File: src/rtl/ro_meas_pkg.sv
// ============================================================================
// Module  : ro_meas_pkg
// Brief   : Shared state encodings, default widths and ID-width helper for
//           the ring-oscillator measurement controller.
// Rev     : 1.0  initial release
// ============================================================================
`default_nettype none

package ro_meas_pkg;

    localparam int DEF_NUM_RO     = 4;
    localparam int DEF_CNT_W      = 16;
    localparam int DEF_WIN_W      = 16;
    localparam int DEF_SETTLE_CYC = 4;

    localparam logic [1:0] ST_IDLE    = 2'd0;
    localparam logic [1:0] ST_SETTLE  = 2'd1;
    localparam logic [1:0] ST_MEASURE = 2'd2;
    localparam logic [1:0] ST_STORE   = 2'd3;

    // A single oscillator still needs a 1-bit index field.
    function automatic int id_w(input int n);
        return (n > 1) ? $clog2(n) : 1;
    endfunction

endpackage

`default_nettype wire

File: src/rtl/ro_edge_counter.sv
// ============================================================================
// Module  : ro_edge_counter
// Brief   : 2-FF synchroniser, rising-edge detect and saturating edge counter
//           for one (muxed) divided ring-oscillator output.
// Rev     : 1.0  initial release
// ============================================================================
`default_nettype none

module ro_edge_counter
    import ro_meas_pkg::*;
#(
    parameter int CNT_W = DEF_CNT_W
) (
    input  logic             clk,
    input  logic             rst,
    input  logic             tog,
    input  logic             clr,
    input  logic             en,
    output logic [CNT_W-1:0] count,
    output logic             sat
);

    logic [2:0]       r_sync;
    logic [CNT_W-1:0] r_cnt;
    logic             w_rise;

    assign w_rise = r_sync[1] & ~r_sync[2];

    // count/sat include an edge detected in the current cycle, so the
    // controller can capture the final value on the window's last cycle.
    always_comb begin
        count = r_cnt;
        if (en && w_rise && !(&r_cnt)) begin
            count = r_cnt + CNT_W'(1);
        end
    end

    assign sat = &count;

    always_ff @(posedge clk or posedge rst) begin
        if (rst) begin
            r_sync <= '0;
            r_cnt  <= '0;
        end else begin
            r_sync <= {r_sync[1:0], tog};
            r_cnt  <= clr ? '0 : count;
        end
    end

endmodule

`default_nettype wire

File: src/rtl/ro_meas_ctrl.sv
// ============================================================================
// Module  : ro_meas_ctrl
// Brief   : Scans a bank of ring oscillators one at a time (settle, measure
//           window, store) and reports an edge count per oscillator.
//           Optional macro RO_MEAS_CONT_EN adds the cont input for
//           continuous wrap-around scanning.
// Rev     : 1.0  initial release
// ============================================================================
`default_nettype none

module ro_meas_ctrl
    import ro_meas_pkg::*;
#(
    parameter int NUM_RO     = DEF_NUM_RO,
    parameter int CNT_W      = DEF_CNT_W,
    parameter int WIN_W      = DEF_WIN_W,
    parameter int SETTLE_CYC = DEF_SETTLE_CYC
) (
    input  logic                      clk,
    input  logic                      rst,
    input  logic                      start,
    input  logic                      abort,
`ifdef RO_MEAS_CONT_EN
    input  logic                      cont,
`endif
    input  logic [NUM_RO-1:0]         scan_mask,
    input  logic [WIN_W-1:0]          win_len,
    input  logic [NUM_RO-1:0]         ro_tog,
    output logic [NUM_RO-1:0]         ro_en,
    output logic                      busy,
    output logic                      meas_valid,
    output logic [id_w(NUM_RO)-1:0]   meas_id,
    output logic [CNT_W-1:0]          meas_count,
    output logic                      meas_sat,
    output logic                      scan_done
);

    localparam int ID_W = id_w(NUM_RO);

    logic [1:0]        r_state;
    logic [NUM_RO-1:0] r_mask;
    logic [WIN_W-1:0]  r_win;
    logic [WIN_W-1:0]  r_timer;
    logic [ID_W-1:0]   r_sel;

    logic [ID_W-1:0]   w_first_in;
    logic [ID_W-1:0]   w_first_mask;
    logic [ID_W-1:0]   w_next;
    logic              w_has_next;
    logic              w_cont;
    logic              w_tog;
    logic              w_last_settle;
    logic              w_last_win;
    logic [CNT_W-1:0]  w_count;
    logic              w_sat;

`ifdef RO_MEAS_CONT_EN
    assign w_cont = cont;
`else
    assign w_cont = 1'b0;
`endif

    // Descending loops leave the lowest qualifying index as the result.
    always_comb begin
        w_first_in   = '0;
        w_first_mask = '0;
        w_next       = '0;
        w_has_next   = 1'b0;
        for (int i = NUM_RO - 1; i >= 0; i--) begin
            if (scan_mask[i]) begin
                w_first_in = ID_W'(i);
            end
            if (r_mask[i]) begin
                w_first_mask = ID_W'(i);
            end
            if (r_mask[i] && (i > int'(r_sel))) begin
                w_next     = ID_W'(i);
                w_has_next = 1'b1;
            end
        end
    end

    // Enable decoded straight from state flops so an async reset drops it at once.
    always_comb begin
        ro_en = '0;
        if ((r_state == ST_SETTLE) || (r_state == ST_MEASURE)) begin
            ro_en[r_sel] = 1'b1;
        end
    end

    assign busy          = (r_state != ST_IDLE);
    assign w_tog         = ro_tog[r_sel];
    assign w_last_settle = (r_timer == WIN_W'(SETTLE_CYC - 1));
    assign w_last_win    = (r_timer == (r_win - WIN_W'(1)));

    ro_edge_counter #(
        .CNT_W (CNT_W)
    ) u_edge_counter (
        .clk   (clk),
        .rst   (rst),
        .tog   (w_tog),
        .clr   (r_state != ST_MEASURE),
        .en    (r_state == ST_MEASURE),
        .count (w_count),
        .sat   (w_sat)
    );

    always_ff @(posedge clk or posedge rst) begin
        if (rst) begin
            r_state    <= ST_IDLE;
            r_mask     <= '0;
            r_win      <= '0;
            r_timer    <= '0;
            r_sel      <= '0;
            meas_valid <= 1'b0;
            meas_id    <= '0;
            meas_count <= '0;
            meas_sat   <= 1'b0;
            scan_done  <= 1'b0;
        end else begin
            meas_valid <= 1'b0;
            scan_done  <= 1'b0;
            case (r_state)
                ST_IDLE: begin
                    if (start && !abort) begin
                        if (|scan_mask) begin
                            r_mask  <= scan_mask;
                            r_win   <= (win_len == '0) ? WIN_W'(1) : win_len;
                            r_sel   <= w_first_in;
                            r_timer <= '0;
                            r_state <= ST_SETTLE;
                        end else begin
                            scan_done <= 1'b1;
                        end
                    end
                end
                ST_SETTLE: begin
                    if (abort) begin
                        r_state <= ST_IDLE;
                    end else if (w_last_settle) begin
                        r_timer <= '0;
                        r_state <= ST_MEASURE;
                    end else begin
                        r_timer <= r_timer + WIN_W'(1);
                    end
                end
                ST_MEASURE: begin
                    if (abort) begin
                        r_state <= ST_IDLE;
                    end else if (w_last_win) begin
                        meas_valid <= 1'b1;
                        meas_id    <= r_sel;
                        meas_count <= w_count;
                        meas_sat   <= w_sat;
                        r_timer    <= '0;
                        r_state    <= ST_STORE;
                    end else begin
                        r_timer <= r_timer + WIN_W'(1);
                    end
                end
                ST_STORE: begin
                    r_timer <= '0;
                    if (abort) begin
                        r_state <= ST_IDLE;
                    end else if (w_has_next) begin
                        r_sel   <= w_next;
                        r_state <= ST_SETTLE;
                    end else begin
                        scan_done <= 1'b1;
                        if (w_cont) begin
                            r_sel   <= w_first_mask;
                            r_state <= ST_SETTLE;
                        end else begin
                            r_state <= ST_IDLE;
                        end
                    end
                end
                default: r_state <= ST_IDLE;
            endcase
        end
    end

endmodule

`default_nettype wire

File: config.mk
export PLATFORM = sky130hd
export DESIGN_NAME = ro_meas_ctrl
export DESIGN_NICKNAME = d
export VERILOG_FILES = /design/src/rtl/ro_meas_pkg.sv /design/src/rtl/ro_edge_counter.sv /design/src/rtl/ro_meas_ctrl.sv
export SDC_FILE = /design/constraint.sdc
export NUM_CORES = 1
export LEC_CHECK = 0
export BUFFER_PORTS_ARGS = -buffer_cell sky130_fd_sc_hd__buf_2
export CORE_ASPECT_RATIO = 1.2
export CORE_MARGIN = 8
export CORE_UTILIZATION = 45
export CTS_BUF_LIST = sky130_fd_sc_hd__clkbuf_8
export CTS_CLUSTER_DIAMETER = 150
export DETAILED_ROUTE_END_ITERATION = 10
export PLACE_DENSITY_LB_ADDON = 0.08
export SKIP_LAST_GASP = 1
export SLEW_MARGIN = 20
export SYNTH_ARGS = -nofsm -noshare
export SYNTH_HDL_FRONTEND = slang
export SYNTH_SLANG_ARGS = --single-unit
File: constraint.sdc
create_clock -name clk -period 6 [get_ports clk]
set_input_delay 0.3 -clock clk [delete_from_list [all_inputs] [get_ports clk]]
set_output_delay 0.3 -clock clk [all_outputs]
set_load 0.03 [all_outputs]
==> results.yml <==
clocking:
  clkTransAtPathRegs_ns: 0.09
  cts_buffers: 9
  post-cts-setup-buffers: 0
  cts_resized: 0
  clock_path_buffers: 2
  htree_levels: 3
  clk_latency_ns: 0.36
  cts_root_buf: "clkbuf_8"
  cts-hold-fix-buffers: 0
  cts_tree: "built"
  clock-sinks: 79
cells_and_area:
  final_common_cell: "dfrtp_1"
  antennaDiodeCount: 0
  layout_common_cells: "79 x dfrtp_1, 53 x buf_2, 29 x nand2_1, 26 x nor2_1, 26 x mux2_2"
  area_growth_pct: 11.4
  nets: 535
  drive_gt1_frac: 0.244
  final_cell_area_mm2: 0.00513
  final_cells: 631
grt:
  grt_use_total: 0.161
  grt_overflow: 0
  grt_pass1_wl_um: 17700
  antenna_found_initial: 0
  grt_pass1_vias: 3601
  grt_max_degree: 80
pwr:
  power.switching_mw: 0.715
  switching_share: 0.385
  power_frac_seq: 0.415
  p_per_area_mw_per_mm2: 362
  ir_worst_vdd_uv: 198
  p_clk_frac: 0.241
  p_int_mw: 1.14
  p_comb_frac: 0.344
  p_leak_nw: 2.31
detailed_routing:
  viasPerCell: 5.60
  drt_iter0_drc: 163
  drt-wirelength-per-cell_um: 16.8
  routed-wl-met3_um: 308
  drc: 0
  dr.pass1.iters: 4
  wirelength_met1_um: 4510
  finalWirelength_um: 10600
  postRouteAntennaNets: 0
  wl_met2_um: 5550
  num_vias: 3536
  highest_layer: "met4"
sta:
  drv_slew: 0
  setup_violations: 0
  finalClockSkew_ns: 0.0117
  fin_crit_ns: 3.36
  hold_viol: 0
  hold_slack_ns: 0.107
  post-route-period-util: 0.560
  max_freq_mhz: 298
  finalWorstSetupSlack_ns: 2.64
  setup_tns_ns: 0
  worst_pin_slew_ns: 0.879
  slew_headroom: 0.414
  rsz0062_at_grt: "false"
synthesis:
  syn_nets: 494
  ys_types: 71
  netlist_area_mm2: 0.00460
  syn_avg_cell_area_um2: 10.0
  yosys_warnings: 0
  yosys_most_used_dff: "dfrtp_1"
  synthCells: 459
  synth_edf_count: 0
  ys_seq_area_frac: 0.430
  ys_seq_elements: 79
  async_flop_share: 1.00
critical_path:
  start_kind: "flip-flop"
  r2r_end: "meas_count[11]"
  worstPathMaxFanout: 18
  reg2reg_depth: 10
  rr_startpoint: "r_win[0]"
  arrival_ns: 3.61
  critPathKind: "flip-flop to flip-flop"
  endpoint_kind: "flip-flop"
  regToRegSetupSlack_ns: 2.64
  crit_required_ns: 6.25
run:
  max-cap-violations: 0
place:
  placed_area_mm2: 0.00490
  dp_cells: 615
  pre_cts_slack_ns: 2.62
  place_congestion: 0.846
  dpl.hpwl_um: 7820
  portBuffers: 53
floorplan:
  rows: 40
  dieArea_mm2: 0.0137
  die_w_um: 108
  start_util: 0.460
  die-height_um: 127
  ios: 54
  core_area_mm2: 0.0100
worst_hold_path:
  min_path_type: "input pin to async pin"
status:
  outcome: "complete, no violations"
synthesized netlist by cell type (2+ instances only):
cell type | number | area (um^2)
nor3_1 | 11 | 55.1
mux2i_1 | 8 | 80.1
or3_1 | 4 | 25.0
ha_1 | 7 | 87.6
a22o_1 | 7 | 61.3
nor2b_1 | 11 | 68.8
xnor2_1 | 21 | 184
buf_6 | 2 | 22.5
o21ai_0 | 25 | 125
mux2_2 | 26 | 293
nand2_1 | 29 | 109
mux2_4 | 6 | 90.1
nor3b_1 | 2 | 15.0
buf_1 | 3 | 11.3
o2bb2ai_1 | 2 | 17.5
o31ai_1 | 2 | 15.0
o32ai_1 | 2 | 17.5
xor2_1 | 10 | 87.6
nand4_1 | 8 | 50.1
a31oi_1 | 4 | 25.0
a41oi_1 | 3 | 26.3
and3_1 | 11 | 68.8
nand2b_1 | 2 | 12.5
and4_1 | 3 | 26.3
or4_1 | 4 | 30.0
nand4b_1 | 2 | 17.5
or2_2 | 4 | 25.0
dfrtp_1 | 79 | 1980
a211oi_1 | 2 | 15.0
inv_1 | 22 | 82.6
and2_1 | 12 | 75.1
nand3b_1 | 6 | 45.0
nand3_1 | 12 | 60.1
a21oi_1 | 17 | 85.1
clkbuf_1 | 15 | 56.3
nor4_1 | 13 | 81.3
nor4b_1 | 2 | 17.5
nor2_1 | 26 | 97.6
o311ai_1 | 2 | 17.5
area by class of cell:
class / count / area (um^2)
sequential: 79 / 1980
inverter: 22 / 83.8
tap: 126 / 158
multi-input combinational: 333 / 2400
fill: 951 / 4880
clock inverter: 7 / 97.6
timing repair buffer: 55 / 284
clock buffer: 9 / 124
power groups by stage:
stage	Clock, mW	Sequential [mW]	Combinational [mW]
2_1_floorplan	0	0.702	0.577
3_3_place_gp	0	0.777	0.631
3_5_place_dp	0	0.783	0.637
4_1_cts	0.458	0.772	0.642
5_1_grt	0.480	0.789	0.713
6_report	0.447	0.771	0.638
cell families (layout without fill, tap and decap cells):
kind of cell | after synthesis | count (layout) | share of synthesized area
compound gates | 80 | 80 | 0.115
fa+ha+maj | 7 | 7 | 0.0190
xor+xnor | 31 | 31 | 0.0590
buf+inv | 47 | 93 | 0.0481
simple gates | 174 | 174 | 0.224
mux | 41 | 41 | 0.105
flops | 79 | 79 | 0.430
stage by stage:
stage | utilization | total power [mW]
after floorplan | - | 1.28
after global placement | 0.490 | 1.41
after detailed placement | 0.490 | 1.42
after CTS | 0.512 | 1.87
after global routing | 0.512 | 1.98
final | 0.512 | 1.86
critical path: stages, from the launching register on:
cell and delay (ns):
dfrtp_1 0.46, inv_1 0.09, ha_1 0.24, or4b_4 0.52, nor4_2 0.21, a21oi_1 0.10
or3b_4 0.42, nor4b_4 0.34, nand3_4 0.14, nor2_8 0.36, mux2_2 0.39
flip-flops by register name (all words and copies together) (netlist names):
signal / count
meas_count: 16
meas_id: 2
meas_sat: 1
meas_valid: 1
r_mask: 3
r_sel: 2
r_state: 2
r_timer: 16
r_win: 16
scan_done: 1
u_edge_counter.r_cnt: 16
u_edge_counter.r_sync: 3
routing by layer:
metal | up-vias | track usage
met1 | 1726 | 0.189
met3 | 19 | 0.0213
met5 | - | 0
met4 | 0 | 0.0791
met2 | 66 | 0.278
li1 | 1725 | -
worst max path at each step:
stage / from / to / slack, ns / cells after the start
4_1_cts: r_win[0] / meas_count[12] / 2.59 / 10
3_3_place_gp: r_win[0] / meas_count[10] / 2.71 / 10
6_report: r_win[0] / meas_count[11] / 2.64 / 10
5_1_grt: r_win[0] / meas_count[12] / 2.42 / 10
2_1_floorplan: r_win[0] / meas_count[0] / 2.81 / 12
3_5_place_dp: r_win[0] / meas_count[8] / 2.62 / 10
(Power assumes the default switching activity.)
